`config.mk`:
```
export PLATFORM = sky130hd
export DESIGN_NAME = comparator
export DESIGN_NICKNAME = d
export VERILOG_FILES = /design/src/rtl/comparator_pkg.sv /design/src/rtl/comparator_core.sv /design/src/rtl/comparator.sv
export SDC_FILE = /design/constraint.sdc
export NUM_CORES = 1
export LEC_CHECK = 0
export CAP_MARGIN = 25
export CORE_ASPECT_RATIO = 0.6
export CORE_MARGIN = 2
export CORE_UTILIZATION = 25
export DETAILED_ROUTE_END_ITERATION = 8
export GPL_TIMING_DRIVEN = 0
export HOLD_SLACK_MARGIN = 0.05
export SLEW_MARGIN = 20
export SYNTH_ARGS = -nofsm -noshare
export SYNTH_HDL_FRONTEND = slang
export SYNTH_HIERARCHICAL = 1
export SYNTH_SLANG_ARGS = --single-unit
```
`constraint.sdc`:
```
create_clock -name clk -period 1.8 [get_ports clk]
set_input_delay 0.36 -clock clk [delete_from_list [all_inputs] [get_ports clk]]
set_output_delay 0.36 -clock clk [all_outputs]
set_load 0.005 [all_outputs]
```
`src/rtl/comparator_pkg.sv`:
```
// Shared constants for the registered magnitude/equality comparator.
// Results use the one-hot vector {GT, LT, E}.
package comparator_pkg;

  localparam int DEFAULT_WIDTH = 4;
  localparam int DEFAULT_CNT_W = 8;

  typedef logic [2:0] res_t;

  localparam res_t RES_EQ = 3'b001;
  localparam res_t RES_LT = 3'b010;
  localparam res_t RES_GT = 3'b100;

  function automatic res_t pack_result(input logic eq, input logic lt, input logic gt);
    return {gt, lt, eq};
  endfunction

endpackage

```
`src/rtl/comparator_core.sv`:
```
// Combinational unsigned compare built as an MSB-first bit-slice chain.
// The first differing bit from the top decides the LT/GT direction.
module comparator_core #(
  parameter int WIDTH = 4
) (
  input  logic [WIDTH-1:0] a,
  input  logic [WIDTH-1:0] b,
  output logic             eq,
  output logic             lt,
  output logic             gt
);

  // Index k carries the state after examining bits WIDTH-1 down to k.
  logic [WIDTH:0] decided;
  logic [WIDTH:0] lt_chain;

  assign decided[WIDTH]  = 1'b0;
  assign lt_chain[WIDTH] = 1'b0;

  for (genvar i = 0; i < WIDTH; i++) begin : g_slice
    assign decided[i]  = decided[i+1] | (a[i] ^ b[i]);
    assign lt_chain[i] = decided[i+1] ? lt_chain[i+1] : (~a[i] & b[i]);
  end

  assign eq = ~decided[0];
  assign lt = lt_chain[0];
  assign gt = decided[0] & ~lt_chain[0];

endmodule

```
`src/rtl/comparator.sv`:
```
// Registered comparator with a one-hot result, a saturating equal-result
// counter and a sticky mismatch flag.
module comparator
  import comparator_pkg::*;
#(
  parameter int WIDTH = DEFAULT_WIDTH,
  parameter int CNT_W = DEFAULT_CNT_W
) (
  input  logic             clk,
  input  logic             rst_n,
  input  logic [WIDTH-1:0] A,
  input  logic [WIDTH-1:0] B,
  input  logic             in_valid,
  input  logic             clr,
  output logic             E,
  output logic             LT,
  output logic             GT,
  output logic             out_valid,
  output logic [CNT_W-1:0] eq_count,
  output logic             mismatch_seen
);

  logic             cmp_eq, cmp_lt, cmp_gt;
  res_t             res_d, res_q;
  logic             valid_d, valid_q;
  logic [CNT_W-1:0] cnt_d, cnt_q;
  logic             seen_d, seen_q;

  comparator_core #(.WIDTH(WIDTH)) u_core (
    .a  (A),
    .b  (B),
    .eq (cmp_eq),
    .lt (cmp_lt),
    .gt (cmp_gt)
  );

  always_comb begin
    // NOTE: every output gets a default first so no path leaves a latch.
    res_d   = res_q;
    valid_d = in_valid;
    cnt_d   = cnt_q;
    seen_d  = seen_q;
    if (in_valid) begin
      res_d = pack_result(cmp_eq, cmp_lt, cmp_gt);
      if (cmp_eq && (cnt_q != {CNT_W{1'b1}})) cnt_d = cnt_q + CNT_W'(1);
      if (!cmp_eq) seen_d = 1'b1;
    end
    if (clr) begin
      cnt_d  = '0;
      seen_d = 1'b0;
    end
  end

  // Reset value E=1 mirrors the idle A=B=0 state; out_valid=0 qualifies it.
  always_ff @(posedge clk or negedge rst_n) begin
    // NOTE: state flops use non-blocking assignments to avoid ordering races.
    if (!rst_n) begin
      res_q   <= RES_EQ;
      valid_q <= 1'b0;
      cnt_q   <= '0;
      seen_q  <= 1'b0;
    end else begin
      res_q   <= res_d;
      valid_q <= valid_d;
      cnt_q   <= cnt_d;
      seen_q  <= seen_d;
    end
  end

  assign E             = res_q[0];
  assign LT            = res_q[1];
  assign GT            = res_q[2];
  assign out_valid     = valid_q;
  assign eq_count      = cnt_q;
  assign mismatch_seen = seen_q;

endmodule

```
==> results, run 1 <==
- The flow ran to the end, and the final reports show no timing, DRC or antenna violations.
- By startpoint and endpoint, the worst setup path is classified as primary input to flip-flop.
- Data on the critical path is required at its endpoint by 1.97 ns.
- The routed wire length is 1.786 mm.
- The post-detailed-route DRC marker count is 0.
- The maximum resistive drop on vdd is 449.9 uV.
- In this run the tightest slew margin relative to its limit is 0.6105.
- Across the routed clock network, the largest skew measured is 0.0003329 ns.
- In this run the core area contains 15 standard-cell rows.
- The number of antenna violations at the first check in global routing was 0.
- Across every metal layer, demand over resource in global routing totals 0.1258.
- The post-synthesis to final-layout area growth is 65.37%.
- Once routing completed, OpenROAD measured the worst setup slack at 0.1063 ns.
- Setup repair after global routing left no endpoint under its margin.
- The hold violation total from the final report is 0.
- After clock tree synthesis, the flow added hold-fix buffers numbering 0.
- The floorplan step set the die width to 74.10 um.
- The number of antenna repair diodes is 0.
- TritonCTS built the clock tree.
- After clock tree synthesis, the clock-pin slew on the worst setup and hold paths is 0.05 ns.
- For this run, global-route usage on met2 was measured as 0.2143.
- The combinational cell fraction of total power is 0.218.
- The Yosys step of the flow raised 6 warnings.
- After synthesis the netlist holds a flip-flop and latch count of 13.
- The floorplan die area is 0.003412 mm2.
- The average vias per placed instance is 4.311.
- The global-route layer with the greatest usage is met2.
- The tree is rooted in a sky130_fd_sc_hd__clkbuf_8.
- The register cell area after layout is 327.8 um2.
- Walking the worst path, the cells encountered are clkdlybuf4s15_1 -> ha_4 -> inv_2 -> nor2_4 -> and2_4 -> a21bo_4 -> or4_4 -> a21oi_2.
- The wire length of the first global-routing pass is 3.125 mm.
- The library cell contributing the largest single delay on the critical path is sky130_fd_sc_hd__or4_4.
- Fill cells in the final layout number 276.
- The insertion delay to the later sink of the worst-skew pair is 0.24 ns.
- The multi-input combinational cells in the finished layout cover a total of 464.2 um2.
- The overall power consumption is 0.7284 mW.
- The clock passes through at most 2 buffers.
- The initial detailed-routing violation count is 20.
- For this run, global-route usage on met1 was measured as 0.1559.
- The startpoint type of the worst setup path is a primary input.
- The most instantiated flip-flop cell in the synthesis netlist is sky130_fd_sc_hd__dfrtp_1.
- The largest net degree at the start of global routing is 14.
- By count the netlist is led by sky130_fd_sc_hd__dfrtp_1, sky130_fd_sc_hd__nor2_1, sky130_fd_sc_hd__inv_1, sky130_fd_sc_hd__ha_1.
- A synthesized cell averages 10.53 um2.
- The via count of the first global-routing pass is 680.
- The die outline height is 46.06 um.
- The final cell area excluding filler cells is 0.001219 mm2.
- The total leakage power is 0.5097 nW.
- In the post-synthesis netlist, the biggest area contributors are sky130_fd_sc_hd__dfrtp_1, sky130_fd_sc_hd__ha_1, sky130_fd_sc_hd__nor2_1, sky130_fd_sc_hd__mux2_2, sky130_fd_sc_hd__inv_1.
- The number of buffers and inverters on the critical path is 2.
- The cell count after synthesis is 70.
- The fraction of power spent switching nets is 0.2401.
- The pre-CTS worst setup slack is -0.7750 ns.
- The final global-route overflow total is 0.
- The post-detailed-route count of antenna-violating nets is 0.
- Counting the buffers created by CTS gives 3.
- Broken down by cell family, the worst path's largest delay share belongs to simple AND/OR/NAND/NOR gates.
- The final weighted congestion in routability-driven placement is 0.7361.
- Measured on the finished design, the core utilization comes to 0.4300.
- The number of nets at the end of the flow is 127.
- The number of nets produced by synthesis is 87.
- Of the total power, the clock network draws 0.350.
- The share of total power dissipated in sequential elements is 0.432.
- The count of distinct cell types in the synthesized netlist is 26.
- Summed over all instances, the cell type with the most area after synthesis is sky130_fd_sc_hd__dfrtp_1.
- The most common cell in the netlist is sky130_fd_sc_hd__dfrtp_1.
- The power density over cell area is 597.7 mW/mm2.
- The number of max-capacitance violations reported is 0.
- In the final timing run, aggregate negative setup slack is 0 ns.
- The clock period minus worst slack is 1.694 ns.
- The number of setup violations in the final report is 0.
- The fraction of layout cells with a size suffix above 1 is 0.4495.
- After detailed placement, the total cell area comes to 0.001085 mm2.
- In this run the worst path has a maximum fanout of 2.
- The starting density of the core is 0.2600.
- The core region is 0.002834 mm2.
- The tree built by TritonCTS fans out to 13 sinks.
- In the finished design, the share of the clock period the worst path needs comes to 0.9409.
- Internal power comes to 0.5535 mW.
- The depth of the CTS H-tree is 1.
- Of the post-synthesis cell area, the dominant cell type holds 0.4075.
- The number of pins with negative max-slew slack in the final report is 0.
- The type of destination of the critical path is a flip-flop.
- The routed wirelength normalized by instance count is 11.83 um.
- The detailed-router iteration count before antenna repair is 4.
- Summed over all nets, the switching power comes to 0.1749 mW.
- The overall via count from detail_route is 651.
- The slew at the pin with the worst max-slew slack is 0.5824 ns.
- Yosys mapped a number of flops with a built-in enable equal to 0.
- For the worst setup path, the data arrival time is 1.86 ns.
- After synthesis, the share of flip-flops with an asynchronous set or reset is 1.000.
- The global routing met3 resource utilization is 0.04814.
- During placement, the flow inserted port buffers numbering 23.
- The share of the Yosys chip area taken by registers is 0.4431.
- The maximum achievable frequency is 590.4 MHz.
- On the worst path, the slowest cell contributes a delay of 0.41 ns.
- Summing every instance area after synthesis gives 737.0 um2.
- 25 I/O pins were placed.
- The classification of the worst-slack hold path is primary input to async pin.
## state kept, by name, indices dropped and copies added (netlist names)
register / count
res_q: 3
eq_count: 8
out_valid: 1
mismatch_seen: 1
## power groups by stage
stage	Sequential, mW	Clock [mW]	Combinational (mW)
6_report	0.315	0.255	0.159
5_1_grt	0.316	0.280	0.176
4_1_cts	0.315	0.264	0.156
3_5_place_dp	0.320	0	0.142
3_3_place_gp	0.319	0	0.139
2_1_floorplan	0.321	0	0.0671
## cell type report
type	count	share of cell area
buffer	1	0.003080
clock buffer	3	0.03388
clock inverter	1	0.004107
inverter	8	0.03080
multi-input combinational	48	0.3809
sequential	13	0.2690
tap	42	0.04312
timing repair buffer	35	0.2351
## logic make-up after synthesis
group | synth area share
AOI/OAI and AO/OA | 0.1307
muxes | 0.05942
adders and majority gates | 0.08489
buffers and inverters | 0.04584
DFF | 0.4431
xor gates and xnor gates | 0.07132
and+or+nand+nor | 0.1647
## metal layers
layer | routed length [um] | up-vias
met5 | 0 | -
met4 | 0 | 0
met3 | 84 | 0
met2 | 815 | 11
met1 | 886 | 311
li1 | - | 329
## through the flow
stage / cells / hold slack (ns)
floorplan: 70 / 0.06441
global placement: 135 / 0.4855
detailed placement: 135 / 0.4969
CTS: 148 / 0.4973
global route: 151 / 0.5363
finish: 151 / 0.4909
## worst paths after layout
kind / endpoint / from / slack, ns / cells after the start
max in group asynchronous: eq_count[1] / rst_n / 0.89 / 1
hold / removal: res_q[1] / rst_n / 0.49 / 1
setup / recovery: eq_count[7] / B[0] / 0.11 / 8
hold reg to reg: mismatch_seen / mismatch_seen / 0.51 / 2
setup reg to reg: eq_count[7] / eq_count[1] / 0.16 / 5
min in group clk: mismatch_seen / mismatch_seen / 0.51 / 2
## cells in the final DEF, fill, tap and decap left out, types with 2 or more instances in the layout
master                             n
sky130_fd_sc_hd__dfrtp_1          11
sky130_fd_sc_hd__a211oi_1          2
sky130_fd_sc_hd__nand3_1           2
sky130_fd_sc_hd__mux2_2            3
sky130_fd_sc_hd__clkbuf_8          3
sky130_fd_sc_hd__xor2_1            3
sky130_fd_sc_hd__ha_4              4
sky130_fd_sc_hd__o211ai_1          2
sky130_fd_sc_hd__inv_2             4
sky130_fd_sc_hd__nor2_1            8
sky130_fd_sc_hd__buf_4            13
sky130_fd_sc_hd__nand4_1           3
sky130_fd_sc_hd__xnor2_1           3
sky130_fd_sc_hd__buf_2             5
sky130_fd_sc_hd__inv_1             3
sky130_fd_sc_hd__clkdlybuf4s50_1  14
## worst register-to-register path, cell delays in order (launching register included)
cell and delay, ns:
sky130_fd_sc_hd__dfrtp_2 0.42, sky130_fd_sc_hd__ha_2 0.21, sky130_fd_sc_hd__and4_4 0.20, sky130_fd_sc_hd__a21bo_4 0.21, sky130_fd_sc_hd__or4_4 0.41, sky130_fd_sc_hd__a21oi_2 0.12
## what timing repair did
item                       in CTS  in global routing
buffers inserted                9                  3
setup endpoints to repair       8                  2
resized for setup              31                  8
pin swaps                       8                  6
No activity file was read; power rests on OpenSTA's default activity.
==> run 2: changes to the inputs <==
- ABC_CLOCK_PERIOD_IN_PS: unset -> 1800
- HOLD_SLACK_MARGIN: 0.05 -> unset
==> results of run 2 <==
No change in the layout: final DEF, timing and power equal those of run 1.
==> run 3: changes to the inputs <==
- CTS_CLUSTER_SIZE: unset -> 28
- SYNTH_HIERARCHICAL: 1 -> unset
==> run 3 against run 2 <==
Against the previous run:
- maximum frequency down 2.8%
- worst setup slack lost 0.048 ns
- routed wire length up 1.7%
- critical path depth shrank 2
- non-clock buffer count decreased by 6
- largest cell class unchanged
- sequential share of layout area up 1.2 points
- clock skew grew 0.0032 ns
==> results, run 3 <==
- The standard-cell row count is 15 (unchanged).
- The worst register-to-register path begins at eq_count[1].
- The post-CTS clock slew at the launch and capture registers of the worst setup and hold paths is 0.05 ns (about the same).
- The number of antenna repair diodes is 0 (unchanged).
- In the synthesized netlist, the cells that appear most often are sky130_fd_sc_hd__dfrtp_1, sky130_fd_sc_hd__inv_1, sky130_fd_sc_hd__o21ai_0, sky130_fd_sc_hd__ha_1.
- The worst setup path is captured at a flip-flop.
- The critical path data arrival time is 1.92 ns (+0.06 ns).
- The count of distinct cell types in the synthesized netlist is 29 (+12%).
- The via count of the first global-routing pass is 613 (-9.9%).
- The maximum resistive drop on vdd is 212.0 uV (-53%).
- The number of pins with negative max-slew slack in the final report is 0 (unchanged).
- The quantity of I/O buffers inserted on ports is 23 (unchanged).
- The post-synthesis register bit count was 13 (unchanged).
- The most used flip-flop cell after synthesis is sky130_fd_sc_hd__dfrtp_1.
- The flow ran to the end, and the final reports show no timing, DRC or antenna violations.
- The classification of the worst-slack hold path is primary input to async pin.
- The sink count of the clock tree is 13 (unchanged).
- The final weighted congestion in routability-driven placement is 0.7940 (+7.9%).
- The all-layer global routing usage is 0.1188 (-0.006953).
- The warning count from the yosys run came to 0 (-6).
- The number of ports placed on the die boundary was 25 (unchanged).
- The final global-route overflow total is 0 (unchanged).
- The floorplan die area is 0.003418 mm2 (+0.15%).
- The number of hold buffers added after cts is 0 (unchanged).
- The startpoint-to-endpoint class of the critical path is primary input to flip-flop.
- The most common library cell in the layout ignoring fill and taps is sky130_fd_sc_hd__clkdlybuf4s50_1.
- The worst hold slack is 0.4942 ns (+0.003304 ns).
- The number of enable flip-flop cells after synthesis was 0 (unchanged).
- Yosys instantiated no cell more often than sky130_fd_sc_hd__dfrtp_1.
- The fraction of layout cells with a size suffix above 1 is 0.2095 (-0.2400).
- The pre-CTS worst setup slack is -0.3899 ns (+0.3851 ns).
- By area the synthesized netlist is led by sky130_fd_sc_hd__dfrtp_1, sky130_fd_sc_hd__ha_1, sky130_fd_sc_hd__o21ai_0, sky130_fd_sc_hd__mux2i_1, sky130_fd_sc_hd__dfstp_2.
- The number of nets at the end of the flow was 123 (-3.1%).
- The part of the Yosys area used for sequential elements is 0.4424 (-0.0007511).
- The starting density of the core is 0.2605 (+0.0004414).
- The clock period minus worst slack is 1.742 ns (+0.04800 ns).
- The power density over cell area is 603.9 mW/mm2 (+1.0%).
- The post-synthesis average cell area is 10.11 um2 (-3.9%).
- The initial detailed-routing violation count is 25 (+25%).
- The post-detailed-route DRC marker count was 0 (unchanged).
- The wire length of the first global-routing pass is 2.904 mm (-7.1%).
- The number of standard cells in the layout, taps in and fillers out is 147 (-2.6%).
- The overall via count from detail_route is 655 (+0.61%).
- The depth of the CTS H-tree is 1 (unchanged).
- The floorplan die width is 74.15 um (about the same).
- The portion of the clock cycle consumed by the worst path in the final layout came to 0.9676 (+0.02667).
- The number of cells in the design after placement is 138 (+2.2%).
- The worst setup path is launched from a primary input.
- The post-detailed-route count of antenna-violating nets came to 0 (unchanged).
- The maximum net fanout on the critical path was 8 (+6).
- The number of setup violations in the final report is 0 (unchanged).
- The post-layout worst setup margin is 0.05830 ns (-0.04800 ns).
- The maximum number of buffers from clock root to sink is 2 (unchanged).
- The total leakage power is 0.5266 nW (+3.3%).
- The share of Yosys cell area claimed by the top area cell type is 0.4068 (-0.0006906).
- The detailed-router iteration count before antenna repair is 4 (unchanged).
- The final cell area excluding filler cells was 0.001165 mm2 (-4.4%).
- The routed wirelength normalized by instance count is 12.35 um (+4.4%).
- The number of antenna violations at the first check in global routing came to 0 (unchanged).
- In the layout the commonest cells are sky130_fd_sc_hd__clkdlybuf4s50_1, sky130_fd_sc_hd__dfrtp_1, sky130_fd_sc_hd__buf_4, sky130_fd_sc_hd__o21ai_0.
- sky130_fd_sc_hd__dfrtp_1 takes more of the synthesized area than any other cell.
- The routed wire length was 1.816 mm (+1.7%).
- The TritonCTS clock tree is built.
- The most critical setup path has its startpoint at B[2].
- The post-synthesis to final-layout area growth is 57.80%.
- The flip-flop count of the largest register, all copies and words added is 8 (unchanged).
- The total standard cell area after synthesis was 738.2 um2 (+0.17%).
- The number of buffers inserted during clock tree synthesis was 3 (unchanged).
- The die outline height came to 46.09 um (about the same).
- The cell count after synthesis came to 73 (+4.3%).
- The hold violation total from the final report is 0 (unchanged).
- The insertion delay to the later sink of the worst-skew pair is 0.24 ns (about the same).
- The overall power consumption is 0.7034 mW (-3.4%).
- The placed standard-cell area is 0.001021 mm2 (-5.9%).
- The final worst clock skew is 0.003503 ns (+0.003170 ns).
- The number of nets produced by synthesis was 90 (+3.4%).
- The standard cell core area is 0.002834 mm2 (unchanged).
- The cell sitting at the root of the clock tree is a sky130_fd_sc_hd__clkbuf_8.
- The data required time of the critical path was 1.98 ns (about the same).
- The number of max-capacitance violations reported is 0 (unchanged).
- The average vias per placed instance is 4.456 (+3.4%).
- Setup repair after global routing left no endpoint under its margin.
- The slew at the pin with the worst max-slew slack is 0.5889 ns (+0.006491 ns).
- The worst-case headroom to the max-slew limit is 0.6062 (-0.004341).
- The share of synthesized flip-flops with an asynchronous set or reset came to 1.000 (unchanged).
- The maximum achievable frequency was 574.2 MHz (-2.8%).
- The largest net degree at the start of global routing was 14 (unchanged).
-- run 3: worst paths after layout --
check	to	slack, ns	cells past startpoint
max in group asynchronous	eq_count[0]	0.89	1
min	eq_count[3]	0.49	1
min reg2reg	res_q[0]	0.52	1
min in group clk	eq_count[1]	0.52	2
max	eq_count[4]	0.06	6
max reg2reg	eq_count[1]	0.11	6
-- run 3: metrics by stage --
step | util | setup TNS, ns
2_1_floorplan | - | 0
3_3_place_gp | 0.3603 | -2.108
3_5_place_dp | 0.3603 | -2.639
4_1_cts | 0.3987 | 0
5_1_grt | 0.4110 | 0
6_report | 0.4110 | 0
-- run 3: final cells by class --
type / count / area [um2]
Buffer: 2 / 11.26
Clock buffer: 4 / 45.04
Fill cell: 282 / 1669
Inverter: 7 / 26.28
Multi-Input combinational cell: 51 / 424.2
Sequential cell: 13 / 327.8
Tap cell: 42 / 52.55
Timing Repair Buffer: 28 / 277.8
-- run 3: power by group --
part	internal, mW	leakage, nW	total, mW	switching [mW]
Clock	0.156	0.0228	0.257	0.101
Sequential	0.307	0.168	0.314	0.00697
Combinational	0.0787	0.336	0.133	0.0544
Total	0.542	0.527	0.703	0.162
-- run 3: layer usage --
| layer | vias to the layer above | track usage | part of all wire |
|---|---|---|---|
| met5 | - | 0 | 0 |
| met4 | 0 | 0.04364 | 0.0061 |
| met3 | 2 | 0.03939 | 0.040 |
| met2 | 17 | 0.1857 | 0.48 |
| met1 | 309 | 0.1549 | 0.48 |
| li1 | 327 | - | - |
-- run 3: logic make-up after synthesis --
| group | Yosys count | synth area share |
|---|---|---|
| DFF | 13 | 0.4424 |
| buffers and inverters | 9 | 0.05085 |
| adders and majority gates | 5 | 0.08475 |
| and+or+nand+nor | 25 | 0.2034 |
| xor gates and xnor gates | 2 | 0.02373 |
| muxes | 4 | 0.05593 |
| AOI/OAI and AO/OA | 15 | 0.1390 |
-- run 3: repair_timing --
| action | CTS | global route |
|---|---|---|
| gates resized for setup | 4 | 10 |
| pin swaps | 6 | 6 |
| buffers inserted | 3 | 2 |
| endpoints found under the setup margin | 5 | 9 |
-- run 3: critical path, cell delays in order --
cell and delay (ns):
sky130_fd_sc_hd__clkdlybuf4s50_1 0.46, sky130_fd_sc_hd__ha_4 0.29, sky130_fd_sc_hd__and4_4 0.24, sky130_fd_sc_hd__o211ai_4 0.10, sky130_fd_sc_hd__or4_1 0.40, sky130_fd_sc_hd__nand2_1 0.08
